[config.mk]
export PLATFORM = sky130hd
export DESIGN_NAME = rr_arbiter_4
export DESIGN_NICKNAME = d
export VERILOG_FILES = /design/src/rtl/rr_arbiter_4.sv
export SDC_FILE = /design/constraint.sdc
export NUM_CORES = 1
export LEC_CHECK = 0
export CAP_MARGIN = 20
export CORE_UTILIZATION = 56
export CTS_CLUSTER_DIAMETER = 50
export CTS_CLUSTER_SIZE = 40
export DETAILED_ROUTE_END_ITERATION = 10
export PLACE_DENSITY = 0.81
export SETUP_SLACK_MARGIN = 0.02
export SLEW_MARGIN = 20
export SYNTH_ARGS = -nofsm -noshare
export SYNTH_HDL_FRONTEND = slang
export SYNTH_SLANG_ARGS = --single-unit
[constraint.sdc]
create_clock -name clk -period 5.5 [get_ports clk]
set_input_delay 0.825 -clock clk [delete_from_list [all_inputs] [get_ports clk]]
set_output_delay 0.825 -clock clk [all_outputs]
set_load 0.01 [all_outputs]
[src/rtl/rr_arbiter_4.sv]
// rr_arbiter_4: round-robin arbiter that shares one resource among four
// requesters, with registered owner index/enable and a decoded one-hot grant.
//
// Ports:
//   clk      in   1  rising-edge clock
//   rst      in   1  synchronous active-high reset
//   req      in   4  request vector, req[i] from requester i, level-held
//   gnt      out  4  one-hot grant, zero when idle
//   gnt_idx  out  2  index of current owner, holds last owner when idle
//   gnt_vld  out  1  high while some requester owns the resource
//
// Build option: define ARB_TIMEOUT_EN to bound ownership to MAX_HOLD
// consecutive cycles whenever other requesters are waiting.

module rr_arbiter_4 #(
    parameter int MAX_HOLD = 8
) (
    input  logic       clk,
    input  logic       rst,
    input  logic [3:0] req,
    output logic [3:0] gnt,
    output logic [1:0] gnt_idx,
    output logic       gnt_vld
);

    typedef enum logic {
        IDLE,
        GRANT
    } state_t;

    state_t     state;
    state_t     state_nxt;
    logic [1:0] idx_nxt;
    logic       vld_nxt;
    logic [1:0] last;
    logic [1:0] last_nxt;
    logic [3:0] owner_oh;
    logic [3:0] others;
    logic       timeout;

    // First set bit of mask, scanning from+1, from+2, from+3, from.
    // The scan runs backwards so the earliest position in that order
    // overwrites all later ones.
    function automatic logic [1:0] pick(
        input logic [1:0] from,
        input logic [3:0] mask
    );
        logic [1:0] cand;
        pick = from;
        for (int k = 4; k >= 1; k--) begin
            cand = from + 2'(k);
            if (mask[cand]) begin
                pick = cand;
            end
        end
    endfunction

    assign owner_oh = 4'b0001 << gnt_idx;
    assign others   = req & ~owner_oh;

`ifdef ARB_TIMEOUT_EN
    localparam int CNT_W = (MAX_HOLD > 2) ? $clog2(MAX_HOLD) : 1;
    localparam logic [CNT_W-1:0] CNT_MAX = CNT_W'(MAX_HOLD - 1);

    logic [CNT_W-1:0] hold_cnt;
    logic [CNT_W-1:0] cnt_nxt;

    // Forced hand-off only when someone else is actually waiting;
    // a lone owner keeps the resource with the counter saturated.
    assign timeout = (hold_cnt == CNT_MAX) && (|others);
`else
    assign timeout = 1'b0;
`endif

    always_comb begin
        state_nxt = state;
        idx_nxt   = gnt_idx;
        vld_nxt   = gnt_vld;
        last_nxt  = last;
`ifdef ARB_TIMEOUT_EN
        cnt_nxt   = hold_cnt;
`endif
        unique case (state)
            IDLE: begin
                if (|req) begin
                    idx_nxt   = pick(last, req);
                    last_nxt  = pick(last, req);
                    vld_nxt   = 1'b1;
                    state_nxt = GRANT;
`ifdef ARB_TIMEOUT_EN
                    cnt_nxt   = '0;
`endif
                end
            end
            GRANT: begin
                if (req[gnt_idx] && !timeout) begin
`ifdef ARB_TIMEOUT_EN
                    if (hold_cnt != CNT_MAX) begin
                        cnt_nxt = hold_cnt + 1'b1;
                    end
`endif
                end else if (|others) begin
                    // Direct hand-off, no idle bubble between owners.
                    idx_nxt  = pick(gnt_idx, others);
                    last_nxt = pick(gnt_idx, others);
`ifdef ARB_TIMEOUT_EN
                    cnt_nxt  = '0;
`endif
                end else begin
                    vld_nxt   = 1'b0;
                    state_nxt = IDLE;
                end
            end
            default: begin
                state_nxt = IDLE;
                vld_nxt   = 1'b0;
            end
        endcase
    end

    always_ff @(posedge clk) begin
        if (rst) begin
            state   <= IDLE;
            gnt_idx <= 2'b00;
            gnt_vld <= 1'b0;
            last    <= 2'b11;
`ifdef ARB_TIMEOUT_EN
            hold_cnt <= '0;
`endif
        end else begin
            state   <= state_nxt;
            gnt_idx <= idx_nxt;
            gnt_vld <= vld_nxt;
            last    <= last_nxt;
`ifdef ARB_TIMEOUT_EN
            hold_cnt <= cnt_nxt;
`endif
        end
    end

    // Decoded from registers only, so req never reaches gnt combinationally.
    assign gnt = gnt_vld ? owner_oh : 4'b0000;

endmodule
==> flow_metrics.py <==
metrics = {
    "run_status": {
        "status": "finished, final reports clean",
    },
    "drt": {
        "vias_per_cell": 6.44,
        "detail_route.first_pass.iterations": 4,
        "wl_per_cell_microns": 15.8,
        "ant_nets": 0,
        "vias": 721,
        "wl_met3_microns": 102,
        "highest_layer": "met3",
        "route.detailed.drc": 0,
        "wl_microns": 1770,
        "met2WireLength_microns": 913,
        "wl_met1_microns": 750,
        "drt_iter0_markers": 9,
    },
    "clocking": {
        "clockBufferDepth": 2,
        "cts_hold_buffers": 0,
        "ctsRootBufferMaster": "clkbuf_4",
        "post_cts_buffers": 0,
        "cts_tree": "yes",
        "numCtsBuffers": 3,
        "htreeDepth": 1,
        "clk-insertion-delay-late_ps": 250,
        "path_clk_slew_ps": 40,
        "cts.sinks": 6,
        "cts-resized-gates": 0,
    },
    "worst_setup_path": {
        "worstSetupPathType": "reg -> out",
        "critPathCaptureType": "output port",
        "worst_ep_arrival_time_ps": 2150,
        "critPathMaxFanout": 16,
        "critPathLaunchType": "flop",
        "cp.required_ps": 4680,
    },
    "synth": {
        "synth_area_per_cell_sq_um": 8.79,
        "synth_ff_type": "dfxtp_1",
        "async_flop_share_pct": 0,
        "synth-edff-count": 0,
        "yosysUniqueCellTypes": 41,
        "syn_area_sq_um": 782,
        "yosys_warnings": 0,
        "synth_area_leaders": "dfxtp_1 15%, mux4_1 6.7%, ha_1 6.4%",
        "synth.top_cell.area_share_pct": 15.4,
        "syn_nets": 99,
        "yosys.area.top_type": "dfxtp_1",
        "ys_seq_area_share_pct": 15.4,
        "postSynthCellCount": 89,
        "ys_seq_elements": 6,
    },
    "global_routing": {
        "grt_usage_pct": 26.1,
        "grt_max_degree": 17,
        "grt_pass1_vias": 639,
        "grt_pass1_wl_microns": 2700,
        "grt_antenna_before_repair": 0,
        "overflow": 0,
    },
    "floorplan": {
        "rows": 13,
        "die_h_microns": 39.4,
        "coreArea_sq_um": 1300,
        "die_x_microns": 39.4,
        "initial_core_util_pct": 60.1,
        "io_pins": 13,
        "fp.dieArea_sq_um": 1550,
    },
    "timing": {
        "grt_setup_unrepaired": "no",
        "hold_ws_ps": 602,
        "slew_headroom_pct": 56.8,
        "worst_slew_pin_slew_ps": 646,
        "post-route-period-util_pct": 54.0,
        "layout_setup_ws_ps": 2530,
        "max_freq_mhz": 336,
        "hold_viol_final": 0,
        "period_needed_ps": 2970,
        "setup_viol": 0,
        "setup_tns_ps": 0,
        "finalMaxSlewViolations": 0,
        "skew_ps": 0.472,
    },
    "power_and_ir_drop": {
        "ir_worst_vdd_mv": 0.219,
        "power_density_nw_per_um2": 283,
        "p_seq_share_pct": 29.6,
        "power.total_uw": 250,
        "combPwrFrac_pct": 54.2,
        "p_sw_share_pct": 41.1,
        "p_int_uw": 147,
        "clockPowerShare_pct": 16.2,
        "p_sw_uw": 103,
        "p_leak_nw": 0.328,
    },
    "placed_design": {
        "dp_slack_ps": 2660,
        "gp_congestion": 0.839,
        "dpl-instance-area_sq_um": 862,
        "dp_hpwl_microns": 1290,
        "io_buffers": 12,
        "placedCellCount": 109,
    },
    "finish": {
        "synthToLayoutAreaGrowth_pct": 13.1,
        "final_core_util_pct": 68.0,
        "seqCellArea_sq_um": 120,
        "layoutNonFillerInstCount": 112,
        "drive_gt1_share_pct": 16.5,
        "fillers": 118,
        "num-nets-final": 109,
        "multi_input_area_sq_um": 588,
        "fin_area_sq_um": 885,
        "n_antenna_cell": 0,
    },
    "hold_path": {
        "min_path_type": "reg -> reg",
    },
    "job": {
        "drv_cap": 0,
    },
}
## layer usage
layer / vias to the layer above / global-route usage, %
li1: 350 / -
met1: 345 / 31.2
met2: 26 / 45.4
met3: 0 / 7.95
met4: 0 / 5.17
met5: - / 0
## state kept, by name, indices dropped and copies added, names as in the netlist
register	flops
last	2
state	1
gnt_vld	1
gnt_idx	2
## cells in the final DEF (no fill, tap or decap), types with 3 or more instances in the layout
master and instances:
clkbuf_4 3, a21oi_1 5, inv_1 4, nor2b_1 3, nand2_1 5, a31oi_1 3, clkdlybuf4s50_1 12, nor2_1 10
and2_1 4, dfxtp_1 6, ha_1 4, nand2b_1 3
## cells by family (layout without fill, tap and decap cells)
family	after synthesis	count (layout)	synth area share [%]
simple gates	36	36	27.8
compound gates	25	25	26.4
buf+inv	11	19	9.44
mux	7	7	14.6
flops	6	6	15.4
fa+ha+maj	4	4	6.40
## cells in the mapped netlist, types with 3 or more instances
cell type   n
nor2_1     10
dfxtp_1     6
a21oi_1     5
nand2_1     5
and2_1      4
ha_1        4
inv_1       4
a31oi_1     3
buf_6       3
nand2b_1    3
nor2b_1     3
## critical path, stage by stage (launching register included)
cell and delay, ps:
dfxtp_1 730, inv_1 230, ha_1 300, and2_1 170
clkdlybuf4s50_1 470
## final timing paths
| check | startpoint | end | slack, ps | cells after the start |
|---|---|---|---|---|
| worst min-delay path | last[1] | last[1] | 600 | 2 |
| worst min register to register | last[1] | last[1] | 600 | 2 |
| worst max-delay path | gnt_idx[0] | gnt[0] | 2530 | 4 |
| worst max register to register | gnt_idx[0] | gnt_idx[0] | 2950 | 6 |
## power by group through the flow
stage	registers, mW	clock network, mW	logic [mW]
global route	0.0768	0.0437	0.147
finish	0.0740	0.0406	0.135
CTS	0.0737	0.0426	0.135
floorplan	0.0644	0	0.114
global placement	0.0740	0	0.132
detailed placement	0.0747	0	0.135
## area by class of cell
cell class | instances | area share (%)
clock buffer | 3 | 2.55
inverter | 4 | 1.70
tap | 15 | 2.12
multi-input combinational | 72 | 66.5
timing repair buffer | 12 | 13.6
sequential | 6 | 13.6
No activity file was read; power rests on OpenSTA's default activity.
